**src/rtl/uart_program_loader_pkg.sv**
```systemverilog
// Shared ESFA definitions: instruction geometry, frame codes, loader FSM encoding
// and instruction field offsets used by the downstream executor.
package esfa_pkg;

    localparam int INSTR_WIDTH      = 56;
    localparam int INSTR_WORD_BYTES = 7;

    localparam logic [7:0] SYNC_CODE = 8'hA5;
    localparam logic [7:0] ACK_CODE  = 8'h06;
    localparam logic [7:0] NAK_CODE  = 8'h15;

    typedef enum logic [2:0] {
        ST_IDLE,
        ST_COUNT,
        ST_DATA,
        ST_CHECK,
        ST_REPLY
    } loader_state_e;

    // Instruction word field layout (LSB offsets and widths)
    localparam int FLD_INDEX_LSB    = 8;
    localparam int FLD_VALUE_LSB    = 16;
    localparam int FLD_META_LSB     = 24;
    localparam int FLD_IS_META_BIT  = 32;
    localparam int FLD_SELECTOR_LSB = 40;
    localparam int FLD_ASSERT_BIT   = 48;
    localparam int FLD_BYTE_W       = 8;

    function automatic logic [7:0] instr_field8(input logic [INSTR_WIDTH-1:0] w, input int lsb);
        return w[lsb +: FLD_BYTE_W];
    endfunction

endpackage

```
**src/rtl/uart_program_loader_if.sv**
```systemverilog
// Loader-side bundle: UART rx/tx handshake, instruction RAM port B and run-gating status.
interface uart_program_loader_if
    import esfa_pkg::*;
#(
    parameter int ADDR_WIDTH = 8
) ();

    logic                   rx_valid;
    logic [7:0]             rx_byte;
    logic                   tx_busy;
    logic                   tx_start;
    logic [7:0]             tx_data;
    logic                   mem_we;
    logic [ADDR_WIDTH-1:0]  mem_addr;
    logic [INSTR_WIDTH-1:0] mem_din;
    logic [ADDR_WIDTH-1:0]  highest_instruction;
    logic                   program_valid;
    logic                   load_done;
    logic                   load_error;
    logic                   busy;

    modport master (
        input  rx_valid, rx_byte, tx_busy,
        output tx_start, tx_data, mem_we, mem_addr, mem_din,
               highest_instruction, program_valid, load_done, load_error, busy
    );

    modport slave (
        output rx_valid, rx_byte, tx_busy,
        input  tx_start, tx_data, mem_we, mem_addr, mem_din,
               highest_instruction, program_valid, load_done, load_error, busy
    );

endinterface

```
**src/rtl/uart_program_loader_timeout.sv**
```systemverilog
// Inter-byte idle watchdog: reloads while cleared or disabled, counts down while
// enabled, and flags expiry on the cycle it would pass zero.
module loader_timeout #(
    parameter int unsigned CYCLES = 12000000
) (
    input  logic clk,
    input  logic rst,
    input  logic en_i,
    input  logic clr_i,
    output logic expire_o
);

    localparam int CW = (CYCLES > 2) ? $clog2(CYCLES) : 1;
    localparam logic [CW-1:0] LOAD = CW'(CYCLES - 1);

    logic [CW-1:0] cnt_q;

    always_ff @(posedge clk) begin
        if (rst || clr_i || !en_i) begin
            cnt_q <= LOAD;
        end else if (cnt_q != '0) begin
            cnt_q <= cnt_q - 1'b1;
        end
    end

    // A byte arriving in the expiry cycle wins over the timeout
    assign expire_o = en_i && !clr_i && (cnt_q == '0);

endmodule

```
**src/rtl/uart_program_loader.sv**
```systemverilog
// Frame receiver for the ESFA instruction RAM: SYNC, N, N*7 payload bytes, XOR check;
// packs little-endian 56-bit words, writes them out, and replies ACK/NAK.
module uart_program_loader
    import esfa_pkg::*;
#(
    parameter int          WORD_BYTES     = INSTR_WORD_BYTES,
    parameter int          ADDR_WIDTH     = 8,
    parameter logic [7:0]  SYNC_BYTE      = SYNC_CODE,
    parameter logic [7:0]  ACK_BYTE       = ACK_CODE,
    parameter logic [7:0]  NAK_BYTE       = NAK_CODE,
    parameter int unsigned TIMEOUT_CYCLES = 12000000
) (
    input  logic                   clk,
    input  logic                   rst,
    uart_program_loader_if.master  bus
);

    localparam int WW   = 8 * WORD_BYTES;
    localparam int IDXW = $clog2(WORD_BYTES);
    localparam logic [IDXW-1:0] LAST_IDX = IDXW'(WORD_BYTES - 1);

    loader_state_e         state_q;
    logic [IDXW-1:0]       idx_q;
    logic [ADDR_WIDTH-1:0] addr_q;
    logic [7:0]            n_q;
    logic [7:0]            chk_q;
    logic [WW-1:0]         asm_q;

    logic                  tx_start_q;
    logic [7:0]            tx_data_q;
    logic                  mem_we_q;
    logic [ADDR_WIDTH-1:0] mem_addr_q;
    logic [WW-1:0]         mem_din_q;
    logic [ADDR_WIDTH-1:0] highest_q;
    logic                  program_valid_q;
    logic                  load_done_q;
    logic                  load_error_q;

    logic                  tmr_en;
    logic                  expire;
    logic [WW-1:0]         asm_next;
    logic [ADDR_WIDTH-1:0] last_addr;

    assign tmr_en    = (state_q == ST_COUNT) || (state_q == ST_DATA) || (state_q == ST_CHECK);
    assign asm_next  = {bus.rx_byte, asm_q[WW-1:8]};
    assign last_addr = ADDR_WIDTH'(n_q) - ADDR_WIDTH'(1);

    loader_timeout #(
        .CYCLES (TIMEOUT_CYCLES)
    ) u_timeout (
        .clk      (clk),
        .rst      (rst),
        .en_i     (tmr_en),
        .clr_i    (bus.rx_valid),
        .expire_o (expire)
    );

    always_ff @(posedge clk) begin
        if (rst) begin
            state_q         <= ST_IDLE;
            idx_q           <= '0;
            addr_q          <= '0;
            n_q             <= '0;
            chk_q           <= '0;
            asm_q           <= '0;
            tx_start_q      <= 1'b0;
            tx_data_q       <= '0;
            mem_we_q        <= 1'b0;
            mem_addr_q      <= '0;
            mem_din_q       <= '0;
            highest_q       <= '0;
            program_valid_q <= 1'b0;
            load_done_q     <= 1'b0;
            load_error_q    <= 1'b0;
        end else begin
            mem_we_q    <= 1'b0;
            load_done_q <= 1'b0;
            tx_start_q  <= 1'b0;
            case (state_q)
                ST_IDLE: begin
                    if (bus.rx_valid && bus.rx_byte == SYNC_BYTE) begin
                        state_q         <= ST_COUNT;
                        program_valid_q <= 1'b0;
                        load_error_q    <= 1'b0;
                        idx_q           <= '0;
                        addr_q          <= '0;
                    end
                end
                ST_COUNT: begin
                    if (bus.rx_valid) begin
                        if (bus.rx_byte == 8'd0) begin
                            load_error_q <= 1'b1;
                            tx_data_q    <= NAK_BYTE;
                            state_q      <= ST_REPLY;
                        end else begin
                            n_q     <= bus.rx_byte;
                            chk_q   <= bus.rx_byte;
                            state_q <= ST_DATA;
                        end
                    end else if (expire) begin
                        load_error_q <= 1'b1;
                        state_q      <= ST_IDLE;
                    end
                end
                ST_DATA: begin
                    if (bus.rx_valid) begin
                        chk_q <= chk_q ^ bus.rx_byte;
                        asm_q <= asm_next;
                        if (idx_q == LAST_IDX) begin
                            mem_we_q   <= 1'b1;
                            mem_addr_q <= addr_q;
                            mem_din_q  <= asm_next;
                            addr_q     <= addr_q + 1'b1;
                            idx_q      <= '0;
                            if (addr_q == last_addr) begin
                                state_q <= ST_CHECK;
                            end
                        end else begin
                            idx_q <= idx_q + 1'b1;
                        end
                    end else if (expire) begin
                        load_error_q <= 1'b1;
                        state_q      <= ST_IDLE;
                    end
                end
                ST_CHECK: begin
                    if (bus.rx_valid) begin
                        state_q <= ST_REPLY;
                        if (bus.rx_byte == chk_q) begin
                            highest_q       <= ADDR_WIDTH'(n_q);
                            program_valid_q <= 1'b1;
                            load_done_q     <= 1'b1;
                            tx_data_q       <= ACK_BYTE;
                        end else begin
                            load_error_q <= 1'b1;
                            tx_data_q    <= NAK_BYTE;
                        end
                    end else if (expire) begin
                        load_error_q <= 1'b1;
                        state_q      <= ST_IDLE;
                    end
                end
                ST_REPLY: begin
                    // Incoming bytes are ignored until the reply has been handed off
                    if (!bus.tx_busy) begin
                        tx_start_q <= 1'b1;
                        state_q    <= ST_IDLE;
                    end
                end
                default: state_q <= ST_IDLE;
            endcase
        end
    end

    assign bus.tx_start            = tx_start_q;
    assign bus.tx_data             = tx_data_q;
    assign bus.mem_we              = mem_we_q;
    assign bus.mem_addr            = mem_addr_q;
    assign bus.mem_din             = mem_din_q;
    assign bus.highest_instruction = highest_q;
    assign bus.program_valid       = program_valid_q;
    assign bus.load_done           = load_done_q;
    assign bus.load_error          = load_error_q;
    assign bus.busy                = (state_q != ST_IDLE);

endmodule

```
**src/flat_wrapper.sv**
```systemverilog
// flat-port wrapper written by rule: the top's interface ports become plain ports
module uart_program_loader_flat import esfa_pkg::*;
#(
    parameter int          WORD_BYTES     = INSTR_WORD_BYTES,
    parameter int          ADDR_WIDTH     = 8,
    parameter logic [7:0]  SYNC_BYTE      = SYNC_CODE,
    parameter logic [7:0]  ACK_BYTE       = ACK_CODE,
    parameter logic [7:0]  NAK_BYTE       = NAK_CODE,
    parameter int unsigned TIMEOUT_CYCLES = 12000000
)
  (clk, rst, bus_rx_valid, bus_rx_byte, bus_tx_busy, bus_tx_start, bus_tx_data, bus_mem_we, bus_mem_addr, bus_mem_din, bus_highest_instruction, bus_program_valid, bus_load_done, bus_load_error, bus_busy);
  uart_program_loader_if #(.ADDR_WIDTH(ADDR_WIDTH)) bus_i ();
  input  logic clk;
  input  logic rst;
  input wire logic [$bits(bus_i.rx_valid)-1:0] bus_rx_valid;
  input wire logic [$bits(bus_i.rx_byte)-1:0] bus_rx_byte;
  input wire logic [$bits(bus_i.tx_busy)-1:0] bus_tx_busy;
  output wire logic [$bits(bus_i.tx_start)-1:0] bus_tx_start;
  output wire logic [$bits(bus_i.tx_data)-1:0] bus_tx_data;
  output wire logic [$bits(bus_i.mem_we)-1:0] bus_mem_we;
  output wire logic [$bits(bus_i.mem_addr)-1:0] bus_mem_addr;
  output wire logic [$bits(bus_i.mem_din)-1:0] bus_mem_din;
  output wire logic [$bits(bus_i.highest_instruction)-1:0] bus_highest_instruction;
  output wire logic [$bits(bus_i.program_valid)-1:0] bus_program_valid;
  output wire logic [$bits(bus_i.load_done)-1:0] bus_load_done;
  output wire logic [$bits(bus_i.load_error)-1:0] bus_load_error;
  output wire logic [$bits(bus_i.busy)-1:0] bus_busy;
  assign bus_i.rx_valid = bus_rx_valid;
  assign bus_i.rx_byte = bus_rx_byte;
  assign bus_i.tx_busy = bus_tx_busy;
  assign bus_tx_start = bus_i.tx_start;
  assign bus_tx_data = bus_i.tx_data;
  assign bus_mem_we = bus_i.mem_we;
  assign bus_mem_addr = bus_i.mem_addr;
  assign bus_mem_din = bus_i.mem_din;
  assign bus_highest_instruction = bus_i.highest_instruction;
  assign bus_program_valid = bus_i.program_valid;
  assign bus_load_done = bus_i.load_done;
  assign bus_load_error = bus_i.load_error;
  assign bus_busy = bus_i.busy;
  uart_program_loader #(.WORD_BYTES(WORD_BYTES), .ADDR_WIDTH(ADDR_WIDTH), .SYNC_BYTE(SYNC_BYTE), .ACK_BYTE(ACK_BYTE), .NAK_BYTE(NAK_BYTE), .TIMEOUT_CYCLES(TIMEOUT_CYCLES)) u_core (.clk(clk), .rst(rst), .bus(bus_i));
endmodule
```
**config.mk**
```make
export PLATFORM = sky130hd
export DESIGN_NAME = uart_program_loader_flat
export DESIGN_NICKNAME = d
export VERILOG_FILES = /design/src/rtl/uart_program_loader_pkg.sv /design/src/rtl/uart_program_loader_if.sv /design/src/rtl/uart_program_loader_timeout.sv /design/src/rtl/uart_program_loader.sv /design/src/flat_wrapper.sv
export SDC_FILE = /design/constraint.sdc
export NUM_CORES = 1
export LEC_CHECK = 0
export ABC_AREA = 1
export CORE_MARGIN = 1.5
export CORE_UTILIZATION = 55
export DETAILED_ROUTE_END_ITERATION = 10
export GPL_TIMING_DRIVEN = 0
export PLACE_DENSITY = 0.86
export SLEW_MARGIN = 20
export SYNTH_ARGS = -nofsm -noshare
export SYNTH_HDL_FRONTEND = slang
export SYNTH_SLANG_ARGS = --single-unit
```
**constraint.sdc**
```tcl
create_clock -name clk -period 2.2 [get_ports clk]
set_clock_uncertainty 0.1 [all_clocks]
set_input_delay 0.33 -clock clk [delete_from_list [all_inputs] [get_ports clk]]
set_output_delay 0.33 -clock clk [all_outputs]
set_load 0.01 [all_outputs]
```
**After elaboration in Yosys (flattened, before gate mapping)**

Index checks and enable logic that the tools add are counted.

- Multipliers: 0
- Div/mod/pow operators: 0
- Reductions and logical operators: 33
- Shift-type cells: 0
- $lt $le $gt $ge: 0
- Add/subtract/negate cells: 4
- Multiplexer cells: 41
- Equal/unequal tests: 22
- Bitwise gates (word level): 6

Operators by type and width:

| operator | count |
|---|---|
| $mux 8 | 9 |
| $pmux 8 s2 | 3 |
| $mux 3 | 12 |
| $logic_not 24->1 | 1 |
| $reduce_bool 24->1 | 1 |
| $sub 24x1->24 const B | 1 |
| $reduce_and 4->1 | 5 |
| $ne 2x2->1 const B | 9 |
| $eq 8x8->1 | 2 |
| $pmux 3 s5 | 1 |
| $mux 1 | 12 |
| $ne 3x3->1 const B | 4 |
| $reduce_and 3->1 | 4 |
| $add 8x1->8 const B | 1 |
| $eq 8x8->1 const B | 1 |
| $logic_not 8->1 | 1 |
| $reduce_bool 2->1 | 4 |
| $sub 8x1->8 const B | 1 |
| $xor 8x8->8 | 1 |
| $eq 3x2->1 const B | 2 |
| $eq 3x3->1 const B | 2 |
| $pmux 3 s2 | 1 |
| $reduce_or 3->1 | 2 |
| $mux 5 | 1 |
| 15 further kinds | 25 |

- Register bits: 195
- Input bits: 12
- Logic and storage cells: 122
- Output and inout bits: 86
- Latch bits: 0
- ROM bits: 0
- Memory bits (writable): 0
- Memories: 0

**Depth between registers and ports, before layout**

Gate-level depths: netlist of the first run.

- Depth in word-level cells: 8
- Depth in mapped cells: 13
- Depth with buffers taken out: 13

**Modules after synthesis**

From an unflattened synthesis of the first run, not the netlist that was laid out.

- Cell total of the unflattened synthesis: 1005
- Area, all modules: 7642.3 um^2

By module, submodules not included:

| module | area each (um^2) | instances | seq. area each (um^2) | cells an instance |
|---|---|---|---|---|
| uart_program_loader | 6177.2 | 1 | 3163.0 | 785 |
| loader_timeout | 1465.2 | 1 | 480.5 | 220 |

**Worst setup path before layout of the first run**

OpenSTA, ideal clock, no wires.

- Path kind: flip-flop to flip-flop
- Start point: register u_core.state_q[1]
- End point: register u_core.mem_din_q[10], in the netlist u_core.bus.mem_din[10]
- Setup slack: 0.412 ns
- Path buffers: 1
- Arrival: 1.621 ns
- Cell stages (with the launch flop): 12
- Required time: 2.033 ns
- Library setup time: 0.067 ns
- Period minus slack after synthesis: 1.788 ns
- Cell sequence: dfxtp_1 > inv_2 > nor3_4 > inv_4 > nor2_8 > inv_4 > nor2_8 > inv_2 > nor2_4 > inv_2 > buf_6 > o21ai_2

- Cells in the longest elaborated chain, start to end: 2

Ends and longest elaborated chain:

| item | RTL line | RTL |
|---|---|---|
| from (decl) | uart_program_loader.sv:22 | `loader_state_e state_q;` |
| from (signal assigned) | uart_program_loader.sv:60 | `state_q <= ST_IDLE;` |
| from (signal assigned) | uart_program_loader.sv:82 | `state_q <= ST_COUNT;` |
| from (signal assigned) | uart_program_loader.sv:94 | `state_q <= ST_REPLY;` |
| $eq 3x2->1 | uart_program_loader.sv:79 | `case (state_q)` |
| $reduce_and 3->1 (no line) | n/a |  |
| to (signal assigned) | uart_program_loader.sv:112 | `mem_din_q <= asm_next;` |
| to (decl) | uart_program_loader.sv:33 | `logic [WW-1:0] mem_din_q;` |

Every way passes these cells.
A chain may end at the register's enable or synchronous reset.

**Worst setup path after layout of the first run**

- Start point: register u_core.state_q[1]
- End point: output port bus_busy

- Cells in the longest elaborated chain, start to end: 1

Ends and longest elaborated chain:

| item | RTL line | RTL |
|---|---|---|
| $reduce_bool 3->1 | uart_program_loader.sv:164 | `assign bus.busy = (state_q != ST_IDLE);` |
| to (decl) | flat_wrapper.sv:27 | `output wire logic [$bits(bus_i.busy)-1:0] bus_busy;` |

Every way passes these cells.

==> results by group, run 1 <==
Status
  – Status: complete, no violations

STA
  – Final Hold Vio Count: 0
  – Setup violators final: 0
  – Final worst path period need: 2.14 ns
  – Measured slew at the worst slew-check pin: 0.561 ns
  – Tcrit/Tclk final: 0.971
  – Rel. slew slack: 0.626
  – Hold WS: 0.233 ns
  – RSZ-0062 raised after global routing: no
  – Slew Limit Fails: 0
  – Final TNS setup: 0 ns
  – Fmax: 468 MHz
  – Setup ws final: between 0.06 and 0.07 ns

Synthesis
  – Sequential area share after synthesis: 0.485
  – FFs w/ async S/R, synth: 0
  – Avg Inst Size Synth: 7.91 um2
  – Dominant synthesized flop cell: dfxtp_1
  – Number of enable flip-flop cells after synthesis: 0
  – Flops & latches, synth: 182
  – Synthesized area: 7510 um2
  – Synthesis Warnings: 0
  – Distinct cell type count after synthesis: 35
  – Gate count after technology mapping: 949

Cells and area
  – Number of diodes: 0
  – Fill count: 1050
  – Nets: 1080
  – P&R area growth vs syn: 23.6%
  – Fraction of layout cells with a size suffix above 1: 0.109
  – Non-filler cells, final: 1253

Critical path
  – CP cell instances: nor2_4 > inv_1 > nor2_4 > inv_1 > clkdlybuf4s50_1
  – Setup crit start kind: flip-flop
  – CP max FO: 6
  – Worst path slowest cell: clkdlybuf4s50_1
  – WP depth: 5
  – Crit end category: primary output
  – Crit Path Category: flip-flop to primary output
  – Worst R2R Path Depth: 7
  – Delay-heaviest family, CP: buffers and inverters
  – WP data required: 1.77 ns
  – Max incr delay on CP: 0.48 ns
  – Critical path arrival: 1.71 ns
  – CP Buf/Inv Count: 3

Job
  – Max-cap viol count: 0

Min path
  – Hold WC Path Type: input pin to flip-flop
  – Hold Path Depth: 3

Die
  – Chip Height: 120 um
  – Core region area: 13300 um2
  – Starting Density: 0.565
  – DIE AREA: 14400 um2
  – IO Count: 98
  – Row count: 42
  – Die W: between 100 and 150 um

Global routing
  – Busiest grt layer: met2
  – Total grt overflow: 0
  – Met3 Use GR: 0.0665
  – Grt met1 use: 0.353
  – Largest net degree at the start of global routing: 18
  – GRT Total Usage: 0.279
  – Vias in the first global route: 6590
  – Initial antenna violation count: 0
  – M2 GR Usage: 0.454
  – First-pass GRT wire length: 31600 um

Power and ir drop
  – Switch Pwr: 1.50 mW
  – Max IR drop VDD: ~630 uV
  – Clock power frac: 0.457
  – Sw frac: 0.236
  – LEAKAGE: 3.51 nW
  – Internal power: 4.85 mW
  – Reg power frac: 0.519
  – Pwr dens: 683 nW/um2
  – Logic pwr share: 0.024

Clock tree
  – Deepest clock path buffer count: 2
  – TritonCTS clock tree: built
  – Clock-pin transition on the worst setup and hold timing paths: 0.07 ns
  – Clk Latency, worst-skew pair: 0.44 ns
  – Hold Buf Count CTS: 0
  – Htree depth: 4
  – CTS Root Cell: clkbuf_16
  – Total clock sinks: 182
  – Number of CTS-inserted buffers: 17

Drt
  – DRC errors left: 0
  – Iter 0 DRT Violations: 543
  – Via count: 6930
  – Final antenna-violating net count: 0
  – Drt wl/cell: 15.7 um
  – Pre-antenna DRT Iters: 9
  – Final Routed Wirelength: 19700 um
  – Vias per cell: 5.53

Place
  – Placement Setup Slack: -0.569 ns
  – GPL Wtd Cong: 0.966
  – Post-DP HPWL: between 10000 and 15000 um
  – Port Buffer Count: 92
  – Inst Count DP: 1220
==> path summary, 6_finish.rpt <==
kind                                         from                    end  slack (ns)
worst max-delay path            u_core.state_q[1]               bus_busy        0.06
worst min register to register    u_core.asm_q[9]  u_core.bus.mem_din[1]        0.35
worst min-delay path               bus_rx_byte[1]        u_core.chk_q[1]        0.23
worst max register to register  u_core.state_q[1]       u_core.asm_q[42]        0.09
==> state kept, by name (all words and copies together), names as in the netlist <==
signal                          flops
u_core.n_q                          8
u_core.u_timeout.cnt_q             24
u_core.state_q                      3
u_core.bus.program_valid            1
u_core.bus.tx_data                  3
u_core.addr_q                       8
u_core.bus.mem_addr                 8
u_core.bus.load_error               1
u_core.bus.tx_start                 1
u_core.idx_q                        3
u_core.chk_q                        8
u_core.bus.mem_we                   1
u_core.asm_q                       48
u_core.bus.load_done                1
u_core.bus.mem_din                 56
u_core.bus.highest_instruction      8
==> worst register-to-register path, stage by stage (launching register included) <==
cell,delay [ns]
dfxtp_4,0.40
inv_2,0.07
nor3_4,0.30
inv_4,0.15
nor2_8,0.14
buf_2,0.26
clkbuf_1,0.41
a21oi_1,0.16
==> power groups by stage <==
stage	registers [mW]	clock network [mW]	logic (mW)
6_report	3.29	2.90	0.150
5_1_grt	3.29	3.04	0.162
4_1_cts	3.30	2.91	0.145
3_5_place_dp	3.37	0	0.142
3_3_place_gp	3.37	0	0.140
2_1_floorplan	3.37	0	0.0802
==> synth_stat cells, types with 2 or more instances <==
cell / number / area, um2
ha_1: 4 / 50.1
o21ai_0: 104 / 521
nor2_1: 92 / 345
nor4_1: 5 / 31.3
nand4_1: 11 / 68.8
o211ai_1: 2 / 15.0
a21oi_1: 103 / 515
inv_4: 2 / 12.5
buf_4: 5 / 37.5
a31oi_1: 5 / 31.3
nor3_1: 13 / 65.1
dfxtp_1: 182 / 3640
nand3_1: 73 / 365
nand2_1: 115 / 432
buf_6: 4 / 45.0
clkbuf_1: 32 / 120
o21ai_2: 41 / 359
inv_1: 92 / 345
xnor2_1: 20 / 175
buf_2: 6 / 30.0
xor2_1: 16 / 140
buf_1: 5 / 18.8
inv_2: 4 / 15.0
nor2_8: 2 / 40.0
==> layout make-up <==
| cell class | instances | area, um2 | area share |
|---|---|---|---|
| clock buffers | 18 | 439 | 0.0473 |
| multi-input cells | 619 | 3290 | 0.355 |
| well taps | 176 | 220 | 0.0237 |
| flip-flops and latches | 182 | 3650 | 0.393 |
| clock inverters | 14 | 115 | 0.0124 |
| repair buffers | 93 | 933 | 0.101 |
| plain buffers | 52 | 258 | 0.0278 |
| inverters | 99 | 377 | 0.0406 |
==> logic make-up (layout without fill, tap and decap cells) <==
logic type | Yosys count | after routing | share of synthesized area
simple gates | 317 | 317 | 0.187
compound gates | 258 | 258 | 0.195
flops | 182 | 182 | 0.485
buf+inv | 151 | 276 | 0.0837
xor+xnor | 36 | 36 | 0.0420
fa+ha+maj | 4 | 4 | 0.00667
other cells | 1 | 4 | 0.000499
==> cell usage in the layout, fill, tap and decap left out, types with 2 or more instances in the layout <==
cell / instances
buf_4: 6
nor2_4: 4
inv_4: 2
clkbuf_16: 17
conb_1: 4
xor2_1: 16
nor3_1: 11
inv_1: 92
inv_2: 5
clkinvlp_4: 3
clkinv_2: 3
nor2_2: 3
buf_1: 5
o21ai_2: 41
ha_1: 4
nor2_1: 87
clkbuf_1: 27
o21ai_0: 104
dlymetal6s2s_1: 2
o211ai_1: 2
nor2_8: 2
a21oi_1: 103
nand3_1: 72
nor4_1: 5
nor3_2: 2
dfxtp_1: 180
inv_8: 3
nand4_1: 11
clkdlybuf4s50_1: 90
a31oi_1: 5
nand2_1: 115
inv_6: 4
xnor2_1: 20
clkbuf_2: 4
buf_2: 7
buf_6: 4
==> routing by layer <==
| layer | vias to the layer above | wire, um |
|---|---|---|
| met5 | - | 0 |
| met3 | 51 | 1490 |
| met1 | 3225 | 8500 |
| met4 | 0 | 501 |
| met2 | 294 | 9190 |
| li1 | 3360 | - |
==> through the flow <==
stage / power [mW] / instance area, um2 / utilization
floorplan: 3.45 / 7520 / -
global placement: 3.51 / 8660 / 0.651
detailed placement: 3.51 / 8660 / 0.651
CTS: 6.35 / 9230 / 0.694
global route: 6.49 / 9280 / 0.698
finish: 6.34 / 9280 / 0.698
==> what timing repair did <==
action | in CTS | in global routing
endpoints found under the setup margin | 126 | 141
resized for setup | 4 | 23
pin swaps | 1 | 3
setup buffers | 1 | 0
Power figures use the tool's default switching activity.
==> inputs of run 2 (changes only) <==
--- a/config.mk
+++ b/config.mk
@@ -10,7 +10,7 @@
 export CORE_UTILIZATION = 55
 export DETAILED_ROUTE_END_ITERATION = 10
 export GPL_TIMING_DRIVEN = 0
-export PLACE_DENSITY = 0.86
+export PLACE_DENSITY = 0.8
 export SLEW_MARGIN = 20
 export SYNTH_ARGS = -nofsm -noshare
 export SYNTH_HDL_FRONTEND = slang
==> run 2 against run 1 <==
  * Cell count rose by 0.48%
  * Hold slack better by 0.050 ns
  * Sequential share of layout area decreased by 0.31 points
  * Sequential cell count did not move
  * Clock power grew 4%
  * Power rose by 2.1%
  * Non-clock buffer count rose by 6
  * Register-to-register slack better by 0.02 ns
  * Count of clock-buffer cells in the layout rose by 3
  * Fmax rose by 0.48%
  * Combinational power increased by 3%
  * Sequential power is essentially flat
  * Largest cell class unchanged
==> results by group, run 2 (synthesis results as in run 1) <==
Status
  – Status: complete, no violations

Global routing
  – Initial antenna violation count: 0
  – GRT Total Usage: 0.279
  – Vias in the first global route: between 6000 and 7000
  – Total grt overflow: 0
  – Largest net degree at the start of global routing: 17
  – First-pass GRT wire length: ~31000 um

STA
  – Slew Limit Fails: 0
  – Tcrit/Tclk final: 0.967
  – Measured slew at the worst slew-check pin: a little under 0.6 ns
  – Rel. slew slack: 0.605
  – Fmax: between 400 and 500 MHz
  – Final TNS setup: 0 ns
  – Setup ws final: 0.0732 ns
  – Final worst path period need: 2.13 ns
  – RSZ-0062 raised after global routing: yes
  – Final Hold Vio Count: 0
  – Setup violators final: 0

Power and ir drop
  – LEAKAGE: 3.54 nW
  – Pwr dens: 693 nW/um2
  – Max IR drop VDD: roughly 440 uV
  – Power, Total: 6.48 mW

Die
  – Starting Density: 0.565
  – Chip Height: around 120 um
  – IO Count: 98
  – DIE AREA: 14400 um2
  – Core region area: approximately 13000 um2
  – Row count: 42
  – Die W: 120 um

Clock tree
  – Deepest clock path buffer count: 2
  – Clk Latency, worst-skew pair: 0.44 ns
  – CTS Root Cell: clkbuf_16
  – Total clock sinks: 182
  – TritonCTS clock tree: built
  – Clock-pin transition on the worst setup and hold timing paths: ~0.06 ns
  – Number of CTS-inserted buffers: 17
  – Htree depth: 4

Cells and area
  – Max FFs per register: 56
  – Most common cell after layout, fill and taps aside: dfxtp_1
  – Final core utilization: 0.703
  – Most frequent cells in the layout: dfxtp_1, nand2_1, o21ai_0
  – P&R area growth vs syn: 24.5%
  – Nets: 1086
  – Number of diodes: 0
  – Fraction of layout cells with a size suffix above 1: 0.108
  – Design area: 9350 um2

Critical path
  – Critical path arrival: 2.35 ns
  – WP depth: 8
  – Setup crit start kind: input pin
  – Reg2Reg Capture Point: u_core.bus.tx_data[1]
  – Worst path slowest cell: clkdlybuf4s50_1
  – Crit path from: bus_rx_byte[3]
  – Max incr delay on CP: 0.60 ns
  – Crit end category: flip-flop
  – CP cell instances: clkdlybuf4s50_1 > nor2_1 > nand4_1 > nand3_2 > nand2_1 > buf_2 > o21ai_0 > a21oi_1
  – Crit Path Category: input pin to flip-flop
  – Reg2Reg Launch Point: u_core.state_q[2]
  – Delay-heaviest family, CP: simple AND/OR/NAND/NOR gates
  – Reg2Reg Setup Slack: about 0.11 ns
  – CP max FO: 10
  – CP Buf/Inv Count: 2
  – Worst R2R Path Depth: 10
  – WP data required: 2.42 ns

Drt
  – Pre-antenna DRT Iters: 5
  – Vias per cell: between 5 and 6
  – DRC errors left: 0
  – Drt wl/cell: 15.2 um
  – Final antenna-violating net count: 0
  – Iter 0 DRT Violations: just over 600
  – Final Routed Wirelength: between 15000 and 20000 um
  – Via count: 6871

Min path
  – Hold worst-path end: u_core.chk_q[2]
  – Hold Startpoint: bus_rx_byte[2]
  – Hold WC Path Type: input pin to flip-flop
  – Hold Path Depth: 3

Place
  – Post-Place Cell Area: 8660 um2
  – Post-DP HPWL: 13700 um
  – Placement Setup Slack: -0.541 ns
  – Port Buffer Count: about 90
  – GPL Wtd Cong: about 0.98

Job
  – Max-cap viol count: 0
-- run 2: cell count changes in the layout (fill, tap and decap cells not counted), sizes merged --
cell,delta
inv,-7
buf,+6
clkbuf,+3
bufinv,+2
clkdlybuf4s50,-1
clkinv,+1
clkinvlp,+1
dlymetal6s2s,+1
-- run 2: how the worst max path moves through the flow --
stage                              to  slack (ns)
2_1_floorplan  u_core.bus.mem_din[10]        0.41
5_1_grt         u_core.bus.tx_data[1]       -0.07
6_report              u_core.chk_q[6]        0.07
3_3_place_gp    u_core.bus.tx_data[1]       -0.50
4_1_cts                      bus_busy       0.004
3_5_place_dp    u_core.bus.tx_data[1]       -0.54
-- run 2: per-layer routing --
| metal | track usage | routed length, um | part of all wire |
|---|---|---|---|
| met5 | 0 | 0 | 0 |
| met1 | 0.380 | 8880 | 0.46 |
| met3 | 0.0499 | 1090 | 0.057 |
| met2 | 0.434 | 8650 | 0.45 |
| met4 | 0.124 | 512 | 0.027 |
-- run 2: repair_timing --
item                       in CTS  in global routing
hold buffers                    0                  0
buffers inserted                1                  6
pin swaps                       1                  2
resized for setup               5                 14
setup endpoints to repair     129                 83
-- run 2: layout make-up --
| cell class | instances | area (um2) |
|---|---|---|
| well taps | 176 | 220 |
| clock inverters | 11 | 124 |
| repair buffers | 99 | 981 |
| inverters | 99 | 383 |
| clock buffers | 21 | 460 |
| plain buffers | 52 | 253 |
| fillers | 1060 | 3950 |
| multi-input cells | 619 | 3280 |
| flip-flops and latches | 182 | 3650 |
-- run 2: through the flow --
step           hold WS (ns)  instances
2_1_floorplan         0.307        952
4_1_cts               0.259       1253
5_1_grt               0.296       1259
3_3_place_gp          0.335       1220
3_5_place_dp          0.338       1220
6_report              0.283       1259
-- run 2: tightest hold or removal path, stage by stage --
cell            delay (ns)
dlymetal6s2s_1        0.24
nand2_1               0.12
a31oi_1               0.08
-- run 2: power by group --
group          internal [mW]  leakage, nW  switching [mW]
clock                   1.73        0.280            1.29
combinational         0.0496         1.80           0.105
sequential              3.30         1.47         0.00166
total                   5.08         3.54            1.40
==> inputs of run 3 (changes only) <==
--- a/config.mk
+++ b/config.mk
@@ -6,7 +6,8 @@
 export NUM_CORES = 1
 export LEC_CHECK = 0
 export ABC_AREA = 1
-export CORE_MARGIN = 1.5
+export CORE_ASPECT_RATIO = 0.5
+export CORE_MARGIN = 3
 export CORE_UTILIZATION = 55
 export DETAILED_ROUTE_END_ITERATION = 10
 export GPL_TIMING_DRIVEN = 0
==> run 3 against run 2 <==
  * Sequential share of layout area barely moved
  * Global-route usage shrank 1.3 points
  * Sequential cell count unchanged
  * Via count rose by 0.96%
  * Register-to-register slack better by 0.06 ns
  * Fmax shrank 0.23%
  * Power grew 1.1%
  * Sequential power barely moved
  * Critical path type unchanged
  * Critical endpoint unchanged
  * Highest routed layer unchanged
==> results by group, run 3 (synthesis results as in run 1) <==
Status
  – Status: complete, no violations

Clock tree
  – CTS Root Cell: clkbuf_16
  – Clock-pin transition on the worst setup and hold timing paths: ~0.07 ns
  – Total clock sinks: 182
  – Number of CTS-inserted buffers: 17
  – Htree depth: 4
  – TritonCTS clock tree: built
  – Hold Buf Count CTS: 0
  – Deepest clock path buffer count: 2
  – Clk Latency, worst-skew pair: 0.44 ns

STA
  – Setup ws final: 0.0683 ns
  – Setup violators final: 0
  – Final TNS setup: 0 ns
  – Hold WS: 0.233 ns
  – Slew Limit Fails: 0
  – Tcrit/Tclk final: 0.969
  – Measured slew at the worst slew-check pin: just under 0.7 ns
  – Final worst path period need: 2.13 ns
  – Final Hold Vio Count: 0
  – Fmax: 469 MHz
  – Rel. slew slack: 0.546

Critical path
  – CP Buf/Inv Count: 2
  – Worst path slowest cell: clkdlybuf4s50_1
  – CP cell instances: clkdlybuf4s50_1 > nor2_1 > nand4_1 > nand3_2 > nand2_1 > buf_2 > o21ai_0 > a21oi_1
  – Critical path arrival: ~2.3 ns
  – Max incr delay on CP: 0.58 ns
  – Crit end category: flip-flop
  – Delay-heaviest family, CP: simple AND/OR/NAND/NOR gates
  – Crit Path Category: input pin to flip-flop
  – Setup crit start kind: input pin
  – WP data required: between 2 and 2.5 ns
  – CP max FO: 10

Global routing
  – First-pass GRT wire length: 32000 um
  – Largest net degree at the start of global routing: 21
  – GRT Total Usage: 0.265
  – Initial antenna violation count: 0
  – Vias in the first global route: 6645
  – Total grt overflow: 0

Power and ir drop
  – Switch Pwr: 1.63 mW
  – Pwr dens: 700 nW/um2
  – Sw frac: 0.249
  – Internal power: 4.92 mW
  – Reg power frac: 0.503
  – LEAKAGE: 3.55 nW
  – Logic pwr share: 0.024
  – Max IR drop VDD: 503 uV
  – Power, Total: 6.55 mW
  – Clock power frac: 0.473

Place
  – Port Buffer Count: 92
  – GPL Wtd Cong: between 0.9 and 1
  – Placement Setup Slack: -0.560 ns
  – Post-DP HPWL: 14100 um

Drt
  – DRC errors left: 0
  – Vias per cell: 5.55
  – Drt wl/cell: 15.7 um
  – Via count: 6937
  – Iter 0 DRT Violations: 639
  – Final antenna-violating net count: 0
  – Final Routed Wirelength: 19700 um
  – Pre-antenna DRT Iters: 5

Cells and area
  – Multi-input gate area: 3280 um2
  – Most frequent cells in the layout: dfxtp_1, nand2_1, o21ai_0
  – P&R area growth vs syn: 24.6%
  – Fill count: 1007
  – Nets: 1084
  – Most common cell after layout, fill and taps aside: dfxtp_1
  – Fraction of layout cells with a size suffix above 1: 0.108
  – Register area: between 3000 and 4000 um2
  – Number of diodes: 0
  – Max FFs per register: 56

Die
  – Row count: 29
  – Starting Density: 0.578
  – Core region area: ~13000 um2
  – Chip Height: roughly 90 um
  – DIE AREA: 15200 um2
  – IO Count: 98
  – Die W: around 170 um

Job
  – Max-cap viol count: 0

Min path
  – Hold WC Path Type: input pin to flip-flop
[run 3: cell type report]
cell class	count	area share
inverters	99	0.0407
repair buffers	97	0.103
multi-input cells	619	0.351
clock buffers	18	0.0469
plain buffers	52	0.0276
flip-flops and latches	182	0.390
well taps	170	0.0227
clock inverters	14	0.0190
[run 3: worst register-to-register path, stage by stage, from the launching register on]
cell	delay (ns)
dfxtp_1	0.38
inv_1	0.13
ha_1	0.21
inv_1	0.09
nor3_1	0.08
nand3_1	0.14
nand2_1	0.10
nor2_1	0.32
nand3_1	0.15
xor2_1	0.16
nand2_1	0.06
[run 3: final timing paths]
check | start | endpoint | slack (ns) | cells past startpoint
max reg2reg | u_core.u_timeout.cnt_q[0] | u_core.u_timeout.cnt_q[16] | 0.17 | 10
min | bus_rx_byte[5] | u_core.chk_q[5] | 0.23 | 3
min reg2reg | u_core.idx_q[2] | u_core.idx_q[2] | 0.36 | 2
max | bus_rx_byte[3] | u_core.chk_q[6] | 0.07 | 8
[run 3: routing by layer]
| metal | global-route usage | wire, um | vias up |
|---|---|---|---|
| met1 | 0.333 | 8650 | 3286 |
| met4 | 0.101 | 400 | 0 |
| met3 | 0.0486 | 1200 | 39 |
| li1 | - | - | 3377 |
| met5 | 0 | 0 | - |
| met2 | 0.464 | 9460 | 235 |
[run 3: power groups by stage]
stage	Clock [mW]	Sequential (mW)	Combinational [mW]
after CTS	3.12	3.29	0.147
after detailed placement	0	3.37	0.145
after global routing	3.27	3.29	0.172
after global placement	0	3.37	0.142
after floorplan	0	3.37	0.0802
final	3.10	3.29	0.159
[run 3: timing repair]
action	CTS	global route
endpoints found under the setup margin	122	39
setup buffers	1	4
pin swaps	1	0
cloned	0	0
gates resized for setup	3	17
[run 3: stage by stage]
step,util,std cells,cell area (um2)
finish,0.720,1251,9360
global placement,0.666,1214,8650
detailed placement,0.666,1214,8650
floorplan,-,952,7520
CTS,0.715,1247,9280
global route,0.720,1251,9360
==> variant 1: new RTL, config.mk and constraints of run 2 <==
Re-encode `loader_state_e` (5 states) as Gray code, 3 bits wide.
--- a/src/rtl/uart_program_loader_pkg.sv
+++ b/src/rtl/uart_program_loader_pkg.sv
@@ -10,11 +10,11 @@
     localparam logic [7:0] NAK_CODE  = 8'h15;
 
     typedef enum logic [2:0] {
-        ST_IDLE,
-        ST_COUNT,
-        ST_DATA,
-        ST_CHECK,
-        ST_REPLY
+        ST_IDLE  = 3'b000,
+        ST_COUNT = 3'b001,
+        ST_DATA  = 3'b011,
+        ST_CHECK = 3'b010,
+        ST_REPLY = 3'b110
     } loader_state_e;
 
     // Instruction word field layout (LSB offsets and widths)
Formal check against the unedited RTL: no difference found for any inputs over 4 cycles, from zero or initial values and one cycle with rst high; so few cycles prove little.
==> variant 1 against run 2 <==
Final area is 2.1% higher. Via count increased by 0.80%. Cell count up 2.5%. Wire length is 1.6% lower. Setup slack got worse by 20 ps. Area after synthesis up 2.7%. Sequential cell count did not move. Register-to-register slack better by 200 ps. Core utilization down 1.0 points. First-iteration DRC count fell by 20%.
Power is not compared: it rests on default switching activity, and its combinational part moved more than twofold at a synthesized area within 25%.
==> variant 1: results <==
{
  "cts_buffer_depth": 2,
  "ir_worst_vdd_v": 0.000522,
  "grt_pass1_vias": 6296,
  "cp_max_fo": 7,
  "numCtsBuffers": 17,
  "grt_pass1_wl_mm": 30.5,
  "drt-wirelength-per-cell_um": 14.6,
  "synth_flop_cell": "dfxtp_1",
  "grt_max_degree": 17,
  "via_per_inst": 5.36,
  "synth_xor_area_share_pct": 3.41,
  "drt-pass1-iter-count": 6,
  "slew_headroom_pct": 65.0,
  "htree_levels": 4,
  "wl_met2_mm": 8.96,
  "synthTopCellsByArea": "dfxtp_1, o21ai_0, nand2_1, a21oi_1, inv_1",
  "grtUsageTotal_pct": 26.3,
  "yosysSeqAreaShare_pct": 47.2,
  "root_buffer": "clkbuf_16",
  "synthArstFlopShare_pct": 0,
  "dr_total_vias": 6926,
  "finalNetCount": 1115,
  "wl_met1_mm": 8.45,
  "synth_common_cells": "dfxtp_1, nand2_1, inv_1",
  "routed.top_layer": "met4",
  "drive_above_1_share_pct": 11.1,
  "hold_class": "in2reg",
  "clk_latency_ps": 430,
  "wl_met3_mm": 1.03,
  "cp.arrival_ps": 1720,
  "synth_mux_area_share_pct": 0,
  "cts_setup_buffers": 0,
  "placedCellCount": 1260,
  "initialDrtViolationCount": 484,
  "synthAdderAreaFrac_pct": 0.649,
  "dp_hpwl_mm": 13.7,
  "status": "finished, final reports clean",
  "place_ws_ps": -227,
  "synth_top_family_by_area": "simple AND/OR/NAND/NOR gates",
  "swShare_pct": 23.8,
  "largest_register_ffs": 56,
  "io_buffers": 92,
  "synth_warnings": 0,
  "dpl_cell_area_sq_um": 8870,
  "syn_to_final_growth_pct": 23.7,
  "cap_viol_max_count": 0,
  "antenna_found_initial": 0,
  "synth_compound_area_share_pct": 19.3,
  "nFillCells": 1203,
  "antenna_cells": 0,
  "path_clk_slew_ps": 70,
  "syn_avg_cell_area_sq_um": 7.83,
  "gp_congestion": 0.911,
  "ys_types": 39
}
==> variant 1: cell types whose count changed after synthesis, moves of 3 or more <==
cell / change
a211oi_1: +6
a21oi_1: -7
buf_2: +6
buf_4: +4
clkbuf_1: -10
inv_1: +21
nand2_1: +17
nand4_1: +3
nor2_1: -9
nor2_2: +4
nor2_4: +4
xnor2_1: -6
==> variant 1: cells by family after synthesis <==
group / after synthesis
simple gates: 336
xor+xnor: 30
other cells: 1
buf+inv: 173
fa+ha+maj: 4
compound gates: 259
flops: 182
==> variant 1: power by group through the flow <==
stage	logic [mW]	clock network [mW]	registers (mW)
finish	0.734	3.44	3.42
global placement	0.708	0	3.49
global route	0.831	3.60	3.43
detailed placement	0.720	0	3.50
floorplan	0.518	0	3.49
CTS	0.726	3.45	3.42
==> variant 1: area by class of cell <==
| type | count | share of cell area, % |
|---|---|---|
| sequential | 182 | 38.2 |
| buffer | 54 | 3.24 |
| clock buffer | 19 | 4.64 |
| tap | 180 | 2.36 |
| clock inverter | 12 | 2.36 |
| timing repair buffer | 92 | 9.65 |
| multi-input combinational | 633 | 34.9 |
| inverter | 119 | 4.69 |
==> variant 1: timing repair <==
item                       4_1_cts  5_1_grt
gates resized for setup          0        1
hold buffers                     0        0
setup endpoints to repair        0        1
==> variant 1: path summary, 6_finish.rpt <==
| kind | start | to | slack [ps] | cells after the start |
|---|---|---|---|---|
| hold reg to reg | u_core.asm_q[13] | u_core.bus.mem_din[5] | 350 | 2 |
| hold / removal | bus_rx_valid | u_core.bus.program_valid | 140 | 3 |
| setup reg to reg | u_core.idx_q[1] | u_core.bus.mem_addr[7] | 310 | 9 |
| setup / recovery | u_core.state_q[1] | bus_busy | 50 | 3 |
==> variant 1: per-layer routing <==
metal | global-route usage, % | vias to the layer above
met5 | 0 | -
met4 | 9.78 | 0
met3 | 4.75 | 36
met2 | 42.9 | 213
met1 | 34.9 | 3220
li1 | - | 3457
==> variant 1: per-stage QoR <==
stage	hold slack, ps	power [mW]
6_report	136	7.60
3_3_place_gp	341	4.20
5_1_grt	154	7.86
4_1_cts	137	7.60
3_5_place_dp	347	4.22
2_1_floorplan	302	4.00
==> variant 1: critical path: stages, from the launching register on <==
cell and delay, ps:
dfxtp_1 370, nor3_1 270, inv_1 140, clkdlybuf4s50_1 500
==> variant 2: new RTL, flow settings as in run 2 <==
Made on the original files. `TIMEOUT_CYCLES` is set to 12000000 in 2 places; all go to 3000000.
--- a/src/rtl/uart_program_loader.sv
+++ b/src/rtl/uart_program_loader.sv
@@ -8,7 +8,7 @@
     parameter logic [7:0]  SYNC_BYTE      = SYNC_CODE,
     parameter logic [7:0]  ACK_BYTE       = ACK_CODE,
     parameter logic [7:0]  NAK_BYTE       = NAK_CODE,
-    parameter int unsigned TIMEOUT_CYCLES = 12000000
+    parameter int unsigned TIMEOUT_CYCLES = 3000000
 ) (
     input  logic                   clk,
     input  logic                   rst,
--- a/src/flat_wrapper.sv
+++ b/src/flat_wrapper.sv
@@ -6,7 +6,7 @@
     parameter logic [7:0]  SYNC_BYTE      = SYNC_CODE,
     parameter logic [7:0]  ACK_BYTE       = ACK_CODE,
     parameter logic [7:0]  NAK_BYTE       = NAK_CODE,
-    parameter int unsigned TIMEOUT_CYCLES = 12000000
+    parameter int unsigned TIMEOUT_CYCLES = 3000000
 )
   (clk, rst, bus_rx_valid, bus_rx_byte, bus_tx_busy, bus_tx_start, bus_tx_data, bus_mem_we, bus_mem_addr, bus_mem_din, bus_highest_instruction, bus_program_valid, bus_load_done, bus_load_error, bus_busy);
   uart_program_loader_if #(.ADDR_WIDTH(ADDR_WIDTH)) bus_i ();
Function: same outputs for any inputs over 4 cycles, from zero or initial values and one cycle with rst high; that may be too few to reach the edited logic, so the function may still have changed.
==> variant 2 against run 2 <==
Core utilization decreased by 0.44 points. Final area is 1.4% lower. Setup slack better by 40 ps. Sequential cell count down 2. Via count shrank 1.6%. Non-clock buffer count fell by 7. Sequential share of layout area up 0.094 points. Worst hold slack lost 130 ps. Synthesized cell count is 0.63% higher. Maximum frequency increased by 1.9%. Cell count stayed put. Power is 0.73% lower. Wire length decreased by 1.5%. Area after synthesis down 1.0%. Largest power group unchanged.
==> variant 2: results <==
{
  "coreArea_sq_um": 13200,
  "nFillCells": 1083,
  "initialDrtViolationCount": 550,
  "grt_pass1_vias": 6445,
  "multi_input_area_share_pct": 34.8,
  "ys_types": 34,
  "r2r_cells": 9,
  "drive_above_1_share_pct": 9.97,
  "wl_met1_mm": 8.28,
  "swShare_pct": 20.9,
  "inv_count": 104,
  "htree_levels": 4,
  "hold_depth": 2,
  "nNonClkBuffers": 144,
  "ir_worst_vdd_v": 0.000368,
  "dpl_cell_area_sq_um": 8590,
  "multi_input_gates": 624,
  "synthTopCellsByArea": "dfxtp_1, o21ai_0, a21oi_1, nand2_1, nor2_1",
  "finalInstanceArea_sq_um": 9220,
  "period_minus_slack_ps": 2090,
  "synth_compound_area_share_pct": 19.9,
  "tightest_slew_ps": 543,
  "slowest_delay_ps": 550,
  "grt_pass1_wl_mm": 30.8,
  "placedCellCount": 1226,
  "yosysSeqAreaShare_pct": 48.5,
  "seq_area_sq_um": 3600,
  "wl_met3_mm": 1.11,
  "cp-startpoint": "u_core.state_q[1]",
  "cts.repair.resized": 0,
  "wl_met2_mm": 8.90,
  "worstHoldStart": "rst",
  "dr_total_vias": 6761,
  "synth_common_cells": "dfxtp_1, nand2_1, o21ai_0",
  "synth_xor_area_share_pct": 2.59,
  "cp_max_fo": 5,
  "power_leakage_nw": 3.58,
  "worst-r2r-setup-slack_ps": 160,
  "r2r_end": "u_core.bus.mem_din[18]",
  "clockNetworkAreaShare_pct": 6.37,
  "status": "finished, final reports clean",
  "buffer_area_share_pct": 13.0,
  "n_clock_buffer": 23,
  "grtUsageTotal_pct": 27.1,
  "finalNetCount": 1087,
  "cts_setup_buffers": 0,
  "flops_and_latches": 180,
  "synthCells": 955,
  "hold_end": "u_core.state_q[2]",
  "gp_congestion": 0.912,
  "drt-wirelength-per-cell_um": 15.0,
  "dp_hpwl_mm": 13.4,
  "synthAdderAreaFrac_pct": 0.673
}
-- variant 2: cell count changes after synthesis, sizes merged, moves of 3 or more --
cell,before,now
a211oi,0,3
a21oi,103,99
buf,20,24
clkbuf,32,26
inv,98,103
nand2,116,123
nor2,96,108
o21ai,145,148
xnor2,20,9
xor2,16,13
-- variant 2: metal layers --
layer | track usage, % | vias to the layer above
met5 | 0 | -
met4 | 12.5 | 0
met3 | 4.79 | 54
met2 | 45.4 | 244
met1 | 33.9 | 3080
li1 | - | 3383
-- variant 2: power by group through the flow --
stage | Clock (mW) | Sequential (mW) | Combinational [mW]
floorplan | 0 | 3.33 | 0.0792
global route | 3.18 | 3.26 | 0.157
finish | 3.03 | 3.26 | 0.145
detailed placement | 0 | 3.33 | 0.140
global placement | 0 | 3.33 | 0.138
CTS | 3.04 | 3.26 | 0.141
-- variant 2: critical path, delay by kind of cell (launching register included) --
| family | cells | cell delay, ps |
|---|---|---|
| buf+inv | 2 | 680 |
| flops | 1 | 400 |
| simple gates | 1 | 140 |
